### src/rtl/ex_muldiv_sequencer.sv
// Iterative radix-2 multiply / restoring-divide unit that owns HI/LO and
// stalls dependent or conflicting EX instructions while an operation runs.
module ex_muldiv_sequencer #(
    parameter int unsigned DATA_W = 32
) (
    input  logic              i_clk,
    input  logic              i_reset,
    input  logic              i_start,
    input  logic [1:0]        i_op,
    input  logic [DATA_W-1:0] i_operand_a,
    input  logic [DATA_W-1:0] i_operand_b,
    input  logic              i_read_hilo,
    input  logic              i_mthi,
    input  logic              i_mtlo,
    input  logic [DATA_W-1:0] i_mt_data,
    output logic [DATA_W-1:0] o_hi,
    output logic [DATA_W-1:0] o_lo,
    output logic              o_busy,
    output logic              o_done,
    output logic              o_stall
);

    localparam int unsigned CW = (DATA_W > 1) ? $clog2(DATA_W) : 1;
    localparam logic [CW-1:0] CntLast = CW'(DATA_W - 1);

    typedef enum logic [1:0] {StIdle, StRun, StFix} state_t;

    state_t                state, state_next;
    logic [CW-1:0]         cnt;
    logic                  is_div, sign_a, sign_b, div_zero, done;
    logic [DATA_W-1:0]     opnd, hi, lo;
    logic [2*DATA_W-1:0]   acc;

    logic                  a_neg, b_neg;
    logic [DATA_W-1:0]     mag_a, mag_b;
    logic [DATA_W:0]       mul_add, mul_sum, div_shift, div_diff;
    logic                  div_ge;
    logic [DATA_W-1:0]     div_rem;
    logic [2*DATA_W-1:0]   mul_acc_next, div_acc_next, prod;
    logic [DATA_W-1:0]     quo, rem;
    logic                  neg_res;

    // Signed ops work on magnitudes; the sign is restored in StFix.
    always_comb begin
        a_neg = ~i_op[0] & i_operand_a[DATA_W-1];
        b_neg = ~i_op[0] & i_operand_b[DATA_W-1];
        mag_a = a_neg ? (~i_operand_a + 1'b1) : i_operand_a;
        mag_b = b_neg ? (~i_operand_b + 1'b1) : i_operand_b;
    end

    // acc holds {partial product, multiplier} or {partial remainder, dividend/quotient}.
    always_comb begin
        mul_add      = acc[0] ? {1'b0, opnd} : '0;
        mul_sum      = {1'b0, acc[2*DATA_W-1:DATA_W]} + mul_add;
        mul_acc_next = {mul_sum, acc[DATA_W-1:1]};
        div_shift    = acc[2*DATA_W-1:DATA_W-1];
        div_diff     = div_shift - {1'b0, opnd};
        div_ge       = ~div_diff[DATA_W];
        div_rem      = div_ge ? div_diff[DATA_W-1:0] : div_shift[DATA_W-1:0];
        div_acc_next = {div_rem, acc[DATA_W-2:0], div_ge};
    end

    // With a zero divisor the remainder path still reproduces a, so only LO needs overriding.
    always_comb begin
        neg_res = sign_a ^ sign_b;
        prod    = neg_res ? (~acc + 1'b1) : acc;
        quo     = div_zero ? '1
                : (neg_res ? (~acc[DATA_W-1:0] + 1'b1) : acc[DATA_W-1:0]);
        rem     = sign_a ? (~acc[2*DATA_W-1:DATA_W] + 1'b1) : acc[2*DATA_W-1:DATA_W];
    end

    always_comb begin
        state_next = state;
        unique case (state)
            StIdle:  if (i_start) state_next = StRun;
            StRun:   if (cnt == CntLast) state_next = StFix;
            StFix:   state_next = StIdle;
            default: state_next = StIdle;
        endcase
    end

    always_ff @(posedge i_clk or negedge i_reset) begin
        if (!i_reset) state <= StIdle;
        else          state <= state_next;
    end

    always_ff @(posedge i_clk or negedge i_reset) begin
        if (!i_reset) begin
            cnt      <= '0;
            is_div   <= 1'b0;
            sign_a   <= 1'b0;
            sign_b   <= 1'b0;
            div_zero <= 1'b0;
            opnd     <= '0;
            acc      <= '0;
            hi       <= '0;
            lo       <= '0;
            done     <= 1'b0;
        end else begin
            done <= (state == StFix);
            unique case (state)
                StIdle: begin
                    if (i_start) begin
                        is_div   <= i_op[1];
                        sign_a   <= a_neg;
                        sign_b   <= b_neg;
                        div_zero <= (i_operand_b == '0);
                        cnt      <= '0;
                        opnd     <= i_op[1] ? mag_b : mag_a;
                        acc      <= {{DATA_W{1'b0}}, (i_op[1] ? mag_a : mag_b)};
                    end else begin
                        if (i_mthi) hi <= i_mt_data;
                        if (i_mtlo) lo <= i_mt_data;
                    end
                end
                StRun: begin
                    cnt <= cnt + 1'b1;
                    acc <= is_div ? div_acc_next : mul_acc_next;
                end
                StFix: begin
                    if (is_div) {hi, lo} <= {rem, quo};
                    else        {hi, lo} <= prod;
                end
                default: ;
            endcase
        end
    end

    assign o_hi    = hi;
    assign o_lo    = lo;
    assign o_busy  = (state != StIdle);
    assign o_done  = done;
    assign o_stall = (state != StIdle) & (i_start | i_read_hilo | i_mthi | i_mtlo);

endmodule

### config.mk
export PLATFORM = sky130hd
export DESIGN_NAME = ex_muldiv_sequencer
export DESIGN_NICKNAME = d
export VERILOG_FILES = /design/src/rtl/ex_muldiv_sequencer.sv
export SDC_FILE = /design/constraint.sdc
export NUM_CORES = 1
export LEC_CHECK = 0
export CAP_MARGIN = 20
export CORE_MARGIN = 2
export CORE_UTILIZATION = 50
export CTS_BUF_LIST = sky130_fd_sc_hd__clkbuf_4
export DETAILED_ROUTE_END_ITERATION = 10
export PLACE_DENSITY = 0.72
export RECOVER_POWER = 25
export SKIP_CTS_REPAIR_TIMING = 1
export SLEW_MARGIN = 40
export SYNTH_ARGS = -nofsm -noshare
export SYNTH_HDL_FRONTEND = slang
export SYNTH_SLANG_ARGS = --single-unit
### constraint.sdc
create_clock -name i_clk -period 7 [get_ports i_clk]
set_input_delay 1.05 -clock i_clk [delete_from_list [all_inputs] [get_ports i_clk]]
set_output_delay 1.05 -clock i_clk [all_outputs]
set_load 0.05 [all_outputs]
## After elaboration in Yosys (flattened, before gate mapping)

Cells that the tools add are included.

| storage, ports and cells | value |
|---|---|
| register bits | 172 |
| latch bits | 0 |
| RAM bits | 0 |
| ROM bits | 0 |
| input port bits | 104 |
| logic and storage cells | 77 |
| memories kept | 0 |

| operators by class | value |
|---|---|
| $add $sub $neg | 8 |
| $mul | 0 |
| div/mod/pow operators | 0 |
| magnitude comparators | 0 |
| eq/ne operators | 8 |
| shift operators | 0 |
| muxes and demuxes | 26 |
| bitwise operators | 14 |
| reductions and logical operators | 10 |

Operators by type and width:

| cell | count |
|---|---|
| $mux 32 | 15 |
| $mux 64 | 3 |
| $add 32x1->32 const B | 4 |
| $not 32->32 | 4 |
| $pmux 32 s2 | 2 |
| $pmux 64 s2 | 1 |
| $add 64x1->64 const B | 1 |
| $not 64->64 | 1 |
| $add 32x32->33 | 1 |
| $sub 33x32->33 | 1 |
| $logic_not 32->1 | 1 |
| $ne 2x2->1 const B | 5 |
| $pmux 5 s2 | 1 |
| $reduce_and 2->1 | 3 |
| $reduce_and 3->1 | 2 |
| $reduce_bool 2->1 | 3 |
| $add 5x1->5 const B | 1 |
| $eq 5x5->1 const B | 1 |
| $mux 5 | 1 |
| $mux 2 | 2 |
| $pmux 2 s2 | 1 |
| $and 1x1->1 | 3 |
| $or 1x1->1 | 3 |
| $eq 2x1->1 const B | 1 |
| other kinds (4) | 5 |

## Logic depth before layout (Yosys ltp)

| logic depth | value |
|---|---|
| depth in word-level cells | 6 |
| gate-level depth with buffers | 15 |
| mapped depth without buffers | 13 |

## Worst setup path after synthesis

No wires, ideal clock.

| path | value |
|---|---|
| path type | input -> register |
| from | in i_operand_b[17] |
| to | reg acc[30] |
| setup time | 0.126 ns |
| arrival time | 3.303 ns |
| path slack | 3.571 ns |
| cell stages on the path | 9 |
| path buffers | 0 |
| path through | or4_1 > or4_1 > nor3_1 > nand2_1 > o41ai_1 > xnor2_1 > nor2_1 > a211oi_1 > a311o_1 |

| on the way | value |
|---|---|
| cells in the longest elaborated chain, start to end | 6 |

RTL lines:

| element | RTL line | text |
|---|---|---|
| from (decl) | 11 | `input logic [DATA_W-1:0] i_operand_b,` |
| $not 32->32 | 48 | `mag_b = b_neg ? (~i_operand_b + 1'b1) : i_operand_b;` |
| $add 32x1->32 | 48 |  |
| $mux 32 | 48 |  |
| $mux 32 | 110 | `acc <= {{DATA_W{1'b0}}, (i_op[1] ? mag_a : mag_b)};` |
| $mux 64 | 103 | `if (i_start) begin` |
| $pmux 64 s2 | 101 | `unique case (state)` |
| to (signal assigned) | 110 |  |
| to (signal assigned) | 118 | `acc <= is_div ? div_acc_next : mul_acc_next;` |
| to (decl) | 32 | `logic [2*DATA_W-1:0] acc;` |

Every way passes these cells. The select of a mux whose other input is x is not followed.
A chain may end at the register's enable or synchronous reset.

==> flow_summary.json <==
{
  "synth_top_area_share": 0.290,
  "synth_cells": 1869,
  "rows": 63,
  "multi_input_area_um2": 9920,
  "crit_path_start": "i_reset",
  "fin_util": 0.581,
  "antenna_left": 0,
  "rsz0062_at_grt": "no",
  "worst_ir_drop_vdd_v": 0.000324,
  "die_width_um": 176,
  "core_um2": 29400,
  "crit_type": "in -> async",
  "ff2ff_setup_slack_ns": 2.86,
  "whs_path_depth": 2,
  "die_y_um": 176,
  "syn_avg_cell_area_um2": 7.94,
  "finalSetupViolCount": 0,
  "first_iter_violations": 1630,
  "grt_pass1_vias": 13746,
  "hold_viol_final": 0,
  "critPathArrivalTime_ns": 4.40,
  "synth_area_leaders": "dfrtp_1, ha_1, xnor2_1",
  "start_util": 0.505,
  "period_minus_slack_ns": 4.79,
  "wl_met3_um": 3830,
  "cts_buffer_depth": 2,
  "maxCapViolCount": 1,
  "dpl-instance-area_um2": 16800,
  "slew_viol_final": 80,
  "fin_tns_setup_ns": 0,
  "h-tree-depth": 4,
  "yosysSeqAreaShare": 0.290,
  "preCtsSetupSlack_ns": 2.72,
  "grt_max_degree": 99,
  "cts_sinks": 172,
  "setup_ws_ns": 2.21,
  "cp_data_required_time_ns": 6.62,
  "outcome": "complete, but fails checks",
  "overflow": 0,
  "clk_pin_slew_worst_paths_ns": 0.17,
  "r2r-end": "acc[60]",
  "fmax_mhz": 209,
  "syn_nets": 2045,
  "layout.nets": 2134,
  "synth_area_um2": 14800,
  "grt_pass1_wl_um": 77200,
  "drc": 0,
  "path_cells": "clkbuf_1",
  "critical-path-top-delay-family": "buffers and inverters",
  "hp-class": "reg -> reg",
  "met1_length_um": 21800,
  "drt-total-wl_um": 50300,
  "skew_ns": 0.0439,
  "clock_latency_ns": 0.62,
  "crit_fanout": 79,
  "fillers": 2704,
  "routedWlPerCell_um": 21.3,
  "regArea_um2": 4310,
  "dieArea_um2": 31100,
  "relSlewSlack": -2.18,
  "syn2layout_area_growth_pct": 15.1,
  "vias": 14760,
  "finalCritPeriodShare": 0.684,
  "grt_usage": 0.318,
  "critPathCaptureType": "async pin",
  "reg2reg_depth": 12,
  "cts_tree": "done",
  "ys_seq_elements": 172,
  "worst_setup_path_start_kind": "primary input",
  "ctsRootBufferMaster": "clkbuf_4",
  "synth_top_flop_cell": "dfrtp_1",
  "finish.instance_area_um2": 17100,
  "ys_types": 75,
  "place_hpwl_um": 38100,
  "powerDensity_nw_per_um2": 572,
  "cpPeakStageDelay_ns": 3.27,
  "pin_count": 171,
  "hold_end": "o_lo[5]",
  "path_buf_inv": 1,
  "hp-start": "o_lo[5]",
  "via_per_inst": 6.25,
  "drive_gt1_frac": 0.0426,
  "synth_area_leader_cell": "dfrtp_1",
  "power.total_mw": 9.77,
  "gp_congestion": 0.984,
  "p_leak_nw": 7.03,
  "synthArstFlopShare": 1.00,
  "yosys_warnings": 0,
  "cts_buffers": 17,
  "antenna_found_initial": 2,
  "tightest_slew_ns": 4.76,
  "r2r_start": "acc[0]",
  "synth-edff-count": 0,
  "route.met2.wl_um": 22900,
  "port_buffers": 170,
  "slowest_stage": "clkbuf_1",
  "dr.pass1.iters": 5,
  "violations": "capacitance limit, slew limit",
  "highest_layer": "met4"
}
-- flip-flops by register name, summed over array words and instances, names as in the netlist --
signal	count
opnd	32
acc	64
o_hi	32
state	2
sign_a	1
sign_b	1
is_div	1
cnt	5
div_zero	1
o_done	1
o_lo	32
-- layout by cell type (no fill, tap or decap), types with 63 or more instances in the layout --
cell and count:
o21ai_0 110, xor2_1 82, a211oi_1 77, xnor2_1 85
nor2_1 161, mux2i_1 74, dfrtp_1 171, ha_1 70
a21oi_1 151, inv_1 63, clkdlybuf4s50_1 167, nand2_1 184
-- worst max-delay path by stage --
stage,depth (start not counted),to
5_1_grt,1,acc[34]
3_3_place_gp,10,acc[30]
3_5_place_dp,10,acc[30]
6_report,1,opnd[5]
4_1_cts,12,acc[60]
2_1_floorplan,9,acc[30]
-- logic make-up after synthesis --
group | after synthesis | synth area share
mux | 81 | 0.0552
simple gates | 564 | 0.179
buf+inv | 182 | 0.0465
flops | 172 | 0.290
compound gates | 629 | 0.267
xor+xnor | 169 | 0.0998
fa+ha+maj | 72 | 0.0617
-- synthesized netlist by cell type, drive strengths merged (64+ instances only) --
library cell / count
a21oi: 152
xor2: 82
nand2: 186
dfrtp: 172
mux2i: 74
clkbuf: 104
xnor2: 87
o21ai: 170
nor2: 163
inv: 64
a211oi: 77
ha: 70
-- area by class of cell --
type / instances / share of cell area
Timing Repair Buffer: 187 / 0.107
Antenna cell: 2 / 0.000293
Clock inverter: 15 / 0.00879
Clock buffer: 17 / 0.00747
Multi-Input combinational cell: 1515 / 0.581
Inverter: 65 / 0.0143
Tap cell: 390 / 0.0286
Sequential cell: 172 / 0.252
-- report_power, final --
| group | switching (mW) | internal (mW) | total [mW] |
|---|---|---|---|
| logic | 4.20 | 2.73 | 6.93 |
| clock network | 0.441 | 0.160 | 0.601 |
| registers | 0.748 | 1.49 | 2.24 |
-- routing by layer --
layer	GRT usage	vias to the layer above
met5	0	-
met4	0.126	0
met3	0.0416	89
met2	0.510	699
met1	0.436	6971
li1	-	7001
-- through the flow --
stage,hold WS (ns),instances
2_1_floorplan,0.444,1869
3_3_place_gp,0.462,2329
3_5_place_dp,0.469,2329
4_1_cts,0.479,2361
5_1_grt,0.507,2363
6_report,0.501,2363
Power figures use the tool's default switching activity.
